[src/rtl/blob_pkg.sv]
// Shared types and constants for the blob bounding-box scanner.
package blob_pkg;

    localparam int BLOB_COORD_W = 10;
    // Box fields are held wider than any coordinate so min/max compares need no per-width struct.
    localparam int BLOB_BOX_W = 32;

    typedef enum logic [1:0] {
        ST_IDLE,
        ST_FETCH,
        ST_STEP,
        ST_DONE
    } scan_state_t;

    typedef struct packed {
        logic [BLOB_BOX_W-1:0] x0;
        logic [BLOB_BOX_W-1:0] x1;
        logic [BLOB_BOX_W-1:0] y0;
        logic [BLOB_BOX_W-1:0] y1;
    } bbox_t;

endpackage

[src/rtl/scan_address_gen.sv]
// Search-window latch and raster address stepping for the blob scanner.
module scan_address_gen
    import blob_pkg::*;
#(
    parameter int COORD_W = BLOB_COORD_W,
    parameter int STEP    = 1
) (
    input  logic               clk,
    input  logic               rst_n,
    input  logic               load_i,
    input  logic               advance_i,
    input  logic [COORD_W-1:0] win_x0_i,
    input  logic [COORD_W-1:0] win_x1_i,
    input  logic [COORD_W-1:0] win_y0_i,
    input  logic [COORD_W-1:0] win_y1_i,
    output logic [COORD_W-1:0] x_o,
    output logic [COORD_W-1:0] y_o,
    output logic               last_o,
    output logic               invalid_o
);

    localparam logic [COORD_W:0] STRIDE = (COORD_W+1)'(STEP);

    logic [COORD_W-1:0] x0_q, x1_q, y0_q, y1_q, x_q, y_q;
    logic [COORD_W-1:0] x0_d, x1_d, y0_d, y1_d, x_d, y_d;
    logic [COORD_W:0]   x_nxt, y_nxt;
    logic               x_wrap, y_wrap;

    // One extra bit keeps x+STEP from wrapping past the window edge near all-ones.
    always_comb begin
        x_nxt  = {1'b0, x_q} + STRIDE;
        y_nxt  = {1'b0, y_q} + STRIDE;
        x_wrap = x_nxt > {1'b0, x1_q};
        y_wrap = y_nxt > {1'b0, y1_q};
        x0_d   = x0_q;
        x1_d   = x1_q;
        y0_d   = y0_q;
        y1_d   = y1_q;
        x_d    = x_q;
        y_d    = y_q;
        if (load_i) begin
            x0_d = win_x0_i;
            x1_d = win_x1_i;
            y0_d = win_y0_i;
            y1_d = win_y1_i;
            x_d  = win_x0_i;
            y_d  = win_y0_i;
        end else if (advance_i) begin
            if (x_wrap) begin
                x_d = x0_q;
                y_d = y_nxt[COORD_W-1:0];
            end else begin
                x_d = x_nxt[COORD_W-1:0];
            end
        end
    end

    always_ff @(posedge clk or negedge rst_n) begin
        if (!rst_n) begin
            x0_q <= '0;
            x1_q <= '0;
            y0_q <= '0;
            y1_q <= '0;
            x_q  <= '0;
            y_q  <= '0;
        end else begin
            x0_q <= x0_d;
            x1_q <= x1_d;
            y0_q <= y0_d;
            y1_q <= y1_d;
            x_q  <= x_d;
            y_q  <= y_d;
        end
    end

    assign x_o       = x_q;
    assign y_o       = y_q;
    assign last_o    = x_wrap && y_wrap;
    assign invalid_o = (win_x1_i < win_x0_i) || (win_y1_i < win_y0_i);

endmodule

[src/rtl/blob_bbox_scanner.sv]
// Raster-scans a search window through pixel_cache and reports the set-pixel bounding box and count.
// Define BBOX_CENTROID_EN to add saturating sum_x/sum_y coordinate sums for centroid computation.
module blob_bbox_scanner
    import blob_pkg::*;
#(
    parameter int COORD_W   = BLOB_COORD_W,
    parameter int STEP      = 1,
    parameter int MIN_COUNT = 1,
    parameter int CNT_W     = 2 * COORD_W
) (
    input  logic               clk,
    input  logic               reset,
    input  logic               start,
    input  logic [COORD_W-1:0] search_x0,
    input  logic [COORD_W-1:0] search_x1,
    input  logic [COORD_W-1:0] search_y0,
    input  logic [COORD_W-1:0] search_y1,
    output logic [COORD_W-1:0] bounding_x0,
    output logic [COORD_W-1:0] bounding_x1,
    output logic [COORD_W-1:0] bounding_y0,
    output logic [COORD_W-1:0] bounding_y1,
    output logic [CNT_W-1:0]   count,
    output logic               found,
    output logic               busy,
    output logic               done,
    output logic [COORD_W-1:0] x,
    output logic [COORD_W-1:0] y,
    output logic               request,
    input  logic               pixel,
`ifdef BBOX_CENTROID_EN
    output logic [CNT_W-1:0]   sum_x,
    output logic [CNT_W-1:0]   sum_y,
`endif
    input  logic               ready
);

    localparam logic [CNT_W-1:0] MIN_CNT = CNT_W'(MIN_COUNT);

    scan_state_t            state_q;
    logic                   pix_q;
    logic [CNT_W-1:0]       cnt_q;
    bbox_t                  box_q;
    logic [BLOB_BOX_W-1:0]  x_ext, y_ext;
    logic                   addr_last, win_invalid, addr_load, addr_advance;

    assign addr_load    = (state_q == ST_IDLE) && start;
    assign addr_advance = (state_q == ST_STEP);
    assign x_ext        = BLOB_BOX_W'(x);
    assign y_ext        = BLOB_BOX_W'(y);

    scan_address_gen #(
        .COORD_W (COORD_W),
        .STEP    (STEP)
    ) u_addr (
        .clk       (clk),
        .rst_n     (reset),
        .load_i    (addr_load),
        .advance_i (addr_advance),
        .win_x0_i  (search_x0),
        .win_x1_i  (search_x1),
        .win_y0_i  (search_y0),
        .win_y1_i  (search_y1),
        .x_o       (x),
        .y_o       (y),
        .last_o    (addr_last),
        .invalid_o (win_invalid)
    );

`ifdef BBOX_CENTROID_EN
    logic [CNT_W-1:0] sx_q, sy_q, sx_sat, sy_sat;
    logic [CNT_W:0]   sx_add, sy_add;

    assign sx_add = {1'b0, sx_q} + (CNT_W+1)'(x);
    assign sy_add = {1'b0, sy_q} + (CNT_W+1)'(y);
    assign sx_sat = sx_add[CNT_W] ? '1 : sx_add[CNT_W-1:0];
    assign sy_sat = sy_add[CNT_W] ? '1 : sy_add[CNT_W-1:0];
`endif

    always_ff @(posedge clk or negedge reset) begin
        if (!reset) begin
            state_q     <= ST_IDLE;
            request     <= 1'b0;
            busy        <= 1'b0;
            done        <= 1'b0;
            pix_q       <= 1'b0;
            cnt_q       <= '0;
            box_q       <= '0;
            bounding_x0 <= '0;
            bounding_x1 <= '0;
            bounding_y0 <= '0;
            bounding_y1 <= '0;
            count       <= '0;
            found       <= 1'b0;
`ifdef BBOX_CENTROID_EN
            sx_q        <= '0;
            sy_q        <= '0;
            sum_x       <= '0;
            sum_y       <= '0;
`endif
        end else begin
            done <= 1'b0;
            unique case (state_q)
                ST_IDLE: begin
                    if (start) begin
                        cnt_q    <= '0;
                        box_q.x0 <= '1;
                        box_q.y0 <= '1;
                        box_q.x1 <= '0;
                        box_q.y1 <= '0;
`ifdef BBOX_CENTROID_EN
                        sx_q     <= '0;
                        sy_q     <= '0;
`endif
                        busy     <= 1'b1;
                        if (win_invalid) begin
                            state_q <= ST_DONE;
                        end else begin
                            state_q <= ST_FETCH;
                            request <= 1'b1;
                        end
                    end
                end
                ST_FETCH: begin
                    if (ready) begin
                        pix_q   <= pixel;
                        request <= 1'b0;
                        state_q <= ST_STEP;
                    end
                end
                ST_STEP: begin
                    if (pix_q) begin
                        if (cnt_q != '1) cnt_q <= cnt_q + CNT_W'(1);
                        if (x_ext < box_q.x0) box_q.x0 <= x_ext;
                        if (x_ext > box_q.x1) box_q.x1 <= x_ext;
                        if (y_ext < box_q.y0) box_q.y0 <= y_ext;
                        if (y_ext > box_q.y1) box_q.y1 <= y_ext;
`ifdef BBOX_CENTROID_EN
                        sx_q <= sx_sat;
                        sy_q <= sy_sat;
`endif
                    end
                    if (addr_last) begin
                        state_q <= ST_DONE;
                    end else begin
                        state_q <= ST_FETCH;
                        request <= 1'b1;
                    end
                end
                ST_DONE: begin
                    done    <= 1'b1;
                    busy    <= 1'b0;
                    count   <= cnt_q;
                    found   <= (cnt_q != '0) && (cnt_q >= MIN_CNT);
                    // An empty scan reports a zero box rather than the min/max seeds.
                    if (cnt_q == '0) begin
                        bounding_x0 <= '0;
                        bounding_x1 <= '0;
                        bounding_y0 <= '0;
                        bounding_y1 <= '0;
                    end else begin
                        bounding_x0 <= box_q.x0[COORD_W-1:0];
                        bounding_x1 <= box_q.x1[COORD_W-1:0];
                        bounding_y0 <= box_q.y0[COORD_W-1:0];
                        bounding_y1 <= box_q.y1[COORD_W-1:0];
                    end
`ifdef BBOX_CENTROID_EN
                    sum_x   <= sx_q;
                    sum_y   <= sy_q;
`endif
                    state_q <= ST_IDLE;
                end
                default: state_q <= ST_IDLE;
            endcase
        end
    end

endmodule

[config.mk]
export PLATFORM = sky130hd
export DESIGN_NAME = blob_bbox_scanner
export DESIGN_NICKNAME = d
export VERILOG_FILES = /design/src/rtl/blob_pkg.sv /design/src/rtl/scan_address_gen.sv /design/src/rtl/blob_bbox_scanner.sv
export SDC_FILE = /design/constraint.sdc
export NUM_CORES = 1
export LEC_CHECK = 0
export CAP_MARGIN = 20
export CORE_MARGIN = 2
export CORE_UTILIZATION = 45
export CTS_CLUSTER_DIAMETER = 50
export DETAILED_ROUTE_END_ITERATION = 16
export PLACE_DENSITY = 0.7
export SETUP_SLACK_MARGIN = 0.3
export SYNTH_ARGS = -nofsm -noshare
export SYNTH_HDL_FRONTEND = slang
export SYNTH_SLANG_ARGS = --single-unit
[constraint.sdc]
create_clock -name clk -period 2.59 [get_ports clk]
set_clock_uncertainty 0.1 [all_clocks]
set_input_delay 0.3885 -clock clk [delete_from_list [all_inputs] [get_ports clk]]
set_output_delay 0.3885 -clock clk [all_outputs]
set_load 0.05 [all_outputs]
==> results of run 1 <==
[worst max-delay path, stage by stage (launching register included)]
cell and delay, ns:
dfrtp_4 0.43, ha_4 0.14, and4_4 0.23, nand4_1 0.14
xnor2_2 0.19, ha_1 0.32, a21o_1 0.23, a21oi_2 0.18
o2111ai_4 0.15, nand2_2 0.13, buf_12 0.15, mux2i_2 0.22
o21ai_1 0.08
[cells by family after synthesis]
family	Yosys count	synth area share
compound gates	222	0.154
fa+ha+maj	82	0.102
flops	179	0.446
simple gates	299	0.150
mux	50	0.0521
buf+inv	147	0.0612
xor+xnor	39	0.0340
[repair_timing]
item	CTS	global route
gates cloned	2	2
hold endpoints to repair	37	0
pin swaps	20	15
hold buffers	1	0
buffers inserted	1	6
resized for setup	45	55
endpoints found under the setup margin	75	71
[stage by stage]
stage / setup TNS [ns] / cell area, um2 / util / hold slack [ns]
global route: -6.01 / 13300 / 0.610 / 0.383
global placement: -1.10 / 12200 / 0.558 / 0.228
detailed placement: -2.80 / 12200 / 0.558 / 0.232
floorplan: -3.98 / 10100 / - / -0.00709
finish: -3.34 / 13300 / 0.610 / 0.338
CTS: -2.71 / 13000 / 0.593 / 0.352
[registers in the layout, summed over array words and instances, names as in the netlist, 2 cells and up]
name and flops:
box_q 42, cnt_q 20, count 20, bounding_x0 10
bounding_x1 10, bounding_y0 10, bounding_y1 10, u_addr.x0_q 10
u_addr.x1_q 10, u_addr.x_o 10, u_addr.y1_q 10, u_addr.y_o 10
state_q 2
[cells in the mapped netlist, types with 11 or more instances]
cell type and number:
a21oi_1 23, a22o_1 40, a31oi_1 21, and3_1 29, buf_2 11, clkbuf_1 25, dfrtp_1 179, ha_1 82
inv_1 99, mux2_2 18, mux2i_1 32, nand2_1 97, nand3_1 39, nand4_1 22, nor2_1 63, o211ai_1 26
o21ai_0 49, xnor2_1 24, xor2_1 15
[worst max-delay path by stage]
stage	slack (ns)	depth (start not counted)	end	start
2_1_floorplan	-0.28	11	state_q[1]	u_addr.x_o[1]
3_3_place_gp	-0.12	12	state_q[1]	u_addr.y_o[1]
3_5_place_dp	-0.19	12	u_addr.x_o[3]	u_addr.x_o[0]
4_1_cts	-0.16	12	u_addr.x_o[6]	u_addr.x_o[0]
5_1_grt	-0.34	12	u_addr.x_o[6]	u_addr.x_o[0]
6_report	-0.21	12	u_addr.x_o[6]	u_addr.x_o[0]
[per-layer routing]
| layer | wire length (um) | part of all wire | vias up | global-route usage |
|---|---|---|---|---|
| li1 | - | - | 4024 | - |
| met4 | 471 | 0.017 | 0 | 0.0629 |
| met1 | 12400 | 0.45 | 4153 | 0.318 |
| met5 | 0 | 0 | - | 0 |
| met2 | 13300 | 0.49 | 261 | 0.376 |
| met3 | 1190 | 0.043 | 36 | 0.0329 |
[report_power, final]
| group | switching (mW) | internal [mW] |
|---|---|---|
| sequential | 0.767 | 3.72 |
| combinational | 5.95 | 4.09 |
| clock | 1.13 | 1.43 |
| total | 7.85 | 9.24 |
[layout by cell type, fill, tap and decap left out, drive strengths merged, types with 3 or more instances in the layout]
master | Yosys | layout
inv | 99 | 102
a211oi | 7 | 7
nand2b | 3 | 3
and4 | 5 | 5
nand2 | 97 | 97
nand4 | 23 | 23
dlymetal6s2s | 0 | 6
and3 | 31 | 31
nor3 | 11 | 11
nor2b | 4 | 4
clkdlybuf4s50 | 0 | 110
and2 | 4 | 4
o211ai | 26 | 26
nand3 | 41 | 41
o311ai | 4 | 6
mux2i | 32 | 32
clkbuf | 25 | 20
xnor2 | 24 | 24
xor2 | 15 | 15
mux2 | 18 | 18
clkinvlp | 0 | 3
clkinv | 0 | 4
or4 | 3 | 3
dlygate4sd2 | 0 | 11
nor4 | 5 | 5
ha | 82 | 82
nor2 | 63 | 63
o21ai | 60 | 60
buf | 23 | 93
a22oi | 10 | 10
a21oi | 24 | 24
dfrtp | 179 | 179
a21o | 9 | 9
a31oi | 22 | 22
a22o | 40 | 40
[area by class of cell]
| class | instances | area share |
|---|---|---|
| Multi-Input combinational cell | 694 | 0.408 |
| Tap cell | 280 | 0.0262 |
| Clock inverter | 12 | 0.00994 |
| Inverter | 99 | 0.0278 |
| Sequential cell | 179 | 0.338 |
| Timing Repair Buffer | 221 | 0.157 |
| Clock buffer | 20 | 0.0327 |
==> results_dict.tcl, run 1 <==
set metrics [dict create \
    outcome "finished, violations left" \
    violations "setup timing" \
    cp.arrival_ns 3.02 \
    fin_cells 1505 \
    placed_cells 1461 \
    dieArea_um2 23500 \
    die_w_um 153 \
    relSlewSlack 0.491 \
    drc_errors 0 \
    synth_warnings 0 \
    row_count 54 \
    max_freq_mhz 357 \
    peakVddDrop_uv 614 \
    overflow 0 \
    dieHeight_um 153 \
    setup_ws_ns -0.215 \
    finalHoldViolCount 0 \
    fin_crit_ns 2.80 \
    grt_pass1_wl_um 43600 \
    gr-usage-all-layers 0.229 \
    rsz0062_at_grt "true" \
    clkLatencyLatePin_ns 0.44 \
    synth_seq_area_share 0.446 \
    setup_viol 22 \
    cts.path.max_buffers 2 \
    p_leak_nw 6.38 \
    area_growth_pct 32.9 \
    slew_viol_final 0 \
    diodes 0 \
    totalWireLength_um 27300 \
    clock_sinks 179 \
    cap_viol_max_count 0 \
    syn_inst 1018 \
    worstSetupPathType "reg -> reg" \
    synth_top_area_share 0.446 \
    rr_endpoint "u_addr.x_o[6]" \
    end_kind "flip-flop" \
    drive_above_1_share 0.194 \
    power_mw 17.1 \
    multi_input_area_um2 5450 \
    firstDrtPassIters 5 \
    syn_area_per_cell_um2 9.87 \
    antenna_found_initial 0 \
    place_ws_ns -0.194 \
    gp_congestion 0.882 \
    clock-root-buffer "clkbuf_16" \
    synth_edf_count 0 \
    ys.flop_type "dfrtp_1" \
    crit_path_max_fanout 10 \
    rr_startpoint "u_addr.x_o[0]" \
    routedWlPerCell_um 18.1 \
    required_ns 2.80 \
    fin_nets 1339 \
    synth.area.top_cells "dfrtp_1, ha_1, inv_1, nand2_1, a22o_1" \
    syn_nets 1145 \
    io_pins 129 \
    first_global_vias 8252 \
    reg2reg_slack_ns -0.21 \
    synthArstFlopShare 1.00 \
    startpoint_type "flip-flop" \
    synth_largest_area_cell "dfrtp_1" \
    drt_iter0_drc 754 \
    final_antenna_net_count 0 \
    worst_pin_slew_ns 0.761 \
    hpwl_um 19300 \
    viasPerCell 5.63 \
    grt_max_degree 63 \
    min-delay-path-class "in -> async" \
    placeableCoreArea_um2 21900 \
    regArea_um2 4510 \
    synth-seq-cells 179 \
    cts_tree "yes" \
    ys_types 69 \
    start_util 0.459 \
    port_buffers 128 \
    path_clk_slew_ns 0.07 \
    worstRegToRegCells 12 \
    netlist_area_um2 10000 \
    htreeDepth 4 \
    period_share 1.08 \
    vias 8474 \
    fill_cells 1798 \
    p_per_area_nw_per_um2 1280 \
    numCtsBuffers 17 \
]
(Power assumes the default switching activity.)
==> run 2: changes to the inputs <==
--- a/constraint.sdc
+++ b/constraint.sdc
@@ -3,3 +3,3 @@
 set_input_delay 0.3885 -clock clk [delete_from_list [all_inputs] [get_ports clk]]
 set_output_delay 0.3885 -clock clk [all_outputs]
-set_load 0.05 [all_outputs]
+set_load 0.02 [all_outputs]
==> results_dict.tcl, run 2 (synthesis gave the netlist of run 1 again) <==
set metrics [dict create \
    outcome "finished, violations left" \
    violations "setup timing" \
    gr-usage-all-layers 0.229 \
    end_kind "flip-flop" \
    vias 8553 \
    final_antenna_net_count 0 \
    area_growth_pct 33.7 \
    min-delay-path-class "reg -> reg" \
    regArea_um2 4490 \
    worstSetupPathType "reg -> reg" \
    row_count 54 \
    dpl-instance-area_um2 12100 \
    period_share 1.10 \
    design_area_um2 13400 \
    cts.path.max_buffers 2 \
    rsz0062_at_grt "true" \
    max_freq_mhz 350 \
    peakVddDrop_uv 622 \
    firstDrtPassIters 5 \
    hpwl_um 19500 \
    startpoint_type "flip-flop" \
    reg2reg_slack_ns -0.26 \
    viasPerCell 5.65 \
    final_common_cell "dfrtp_1" \
    start_util 0.459 \
    cts_tree "yes" \
    clock_sinks 179 \
    grt_pass1_wl_um 43400 \
    diodes 0 \
    relSlewSlack 0.363 \
    finalHoldViolCount 0 \
    p_leak_nw 6.38 \
    cap_viol_max_count 0 \
    overflow 0 \
    fin_cells 1513 \
    rr_startpoint "u_addr.x_o[1]" \
    placed_cells 1459 \
    p_per_area_nw_per_um2 1240 \
    final_util 0.613 \
    numCtsBuffers 17 \
    clkLatencyLatePin_ns 0.44 \
    grt_max_degree 67 \
    worst_pin_slew_ns 0.952 \
    dieHeight_um 153 \
    fill_cells 1796 \
    crit_path_max_fanout 5 \
    drc_errors 0 \
    drt_iter0_drc 560 \
    setup_ws_ns -0.264 \
    multi_input_area_um2 5440 \
    largest_reg_flops 42 \
    top_register "box_q" \
    die_w_um 153 \
    fin_nets 1347 \
    final_cell_mix "dfrtp_1, clkdlybuf4s50_1, inv_1" \
    htreeDepth 4 \
    hold_depth 2 \
    rr_endpoint "u_addr.x_o[4]" \
    power_mw 16.7 \
    drive_above_1_share 0.190 \
    slew_viol_final 0 \
    min_from "u_addr.x1_q[0]" \
    required_ns 2.81 \
    placeableCoreArea_um2 21900 \
    path_clk_slew_ns 0.07 \
    hold_end "u_addr.x1_q[0]" \
    clock-root-buffer "clkbuf_16" \
    port_buffers 128 \
    finalSetupTns_ns -3.94 \
    fin_crit_ns 2.85 \
    routedWlPerCell_um 18.1 \
    io_pins 129 \
    setup_viol 22 \
    cp.arrival_ns 3.07 \
    reg_top3 "box_q x42, cnt_q x20, count x20" \
    dieArea_um2 23500 \
    totalWireLength_um 27400 \
    gp_congestion 0.910 \
    antenna_found_initial 0 \
    first_global_vias 8277 \
    worstRegToRegCells 13 \
]
run 2: cell count changes in the layout (fill, tap and decap cells not counted), sizes merged:
cell / previous run / this run
clkbuf: 20 / 21
dlygate4sd2: 11 / 0
o311ai: 6 / 5
clkdlybuf4s50: 110 / 125
dlymetal6s2s: 6 / 2
buf: 93 / 100
a21oi: 24 / 25
run 2: critical path, cell delays in order (launching register included):
cell and delay (ns):
dfrtp_2 0.39, ha_4 0.14, and4_4 0.22, nand4_1 0.13, xnor2_2 0.23, ha_4 0.25
a21o_1 0.21, a211oi_2 0.23, o21ai_2 0.12, buf_4 0.16, nand2_4 0.10, buf_12 0.13
mux2i_2 0.22, o21ai_1 0.09
run 2: per-layer routing:
layer / vias to the layer above / track usage / wire length, um / part of all wire
met4: 0 / 0.0664 / 439 / 0.016
met5: - / 0 / 0 / 0
li1: 4045 / - / - / -
met2: 278 / 0.364 / 13100 / 0.48
met1: 4195 / 0.324 / 12400 / 0.45
met3: 35 / 0.0380 / 1470 / 0.054
run 2: worst max path at each step:
stage | slack (ns) | endpoint | from
2_1_floorplan | -0.22 | state_q[1] | u_addr.x_o[1]
6_report | -0.26 | u_addr.x_o[4] | u_addr.x_o[1]
5_1_grt | -0.37 | u_addr.x_o[9] | u_addr.x_o[1]
3_5_place_dp | -0.15 | u_addr.x_o[5] | u_addr.x_o[0]
3_3_place_gp | -0.09 | state_q[1] | u_addr.y_o[0]
4_1_cts | -0.17 | u_addr.y_o[1] | u_addr.x_o[1]
run 2: through the flow:
step	hold WS [ns]	setup WS, ns
2_1_floorplan	-0.00709	-0.220
3_3_place_gp	0.341	-0.0855
3_5_place_dp	0.341	-0.155
4_1_cts	0.387	-0.169
5_1_grt	0.417	-0.370
6_report	0.381	-0.264
run 2: final cells by class:
cell class / count / share of cell area
Multi-Input combinational cell: 694 / 0.405
Sequential cell: 179 / 0.334
Timing Repair Buffer: 229 / 0.163
Tap cell: 280 / 0.0261
Clock inverter: 12 / 0.00960
Inverter: 99 / 0.0277
Clock buffer: 20 / 0.0340
run 2: timing repair:
item | in CTS | in global routing
setup endpoints to repair | 79 | 82
resized for setup | 21 | 79
hold buffers | 1 | 0
pin swaps | 16 | 36
hold endpoints to repair | 58 | 0
gates cloned | 4 | 3
setup buffers | 6 | 8
run 2: power by group:
group / switching [mW] / internal [mW] / total [mW] / leakage [nW]
Combinational: 5.23 / 4.44 / 9.67 / 3.81
Sequential: 0.717 / 3.70 / 4.42 / 2.28
Clock: 1.11 / 1.47 / 2.58 / 0.283
Total: 7.05 / 9.61 / 16.7 / 6.38
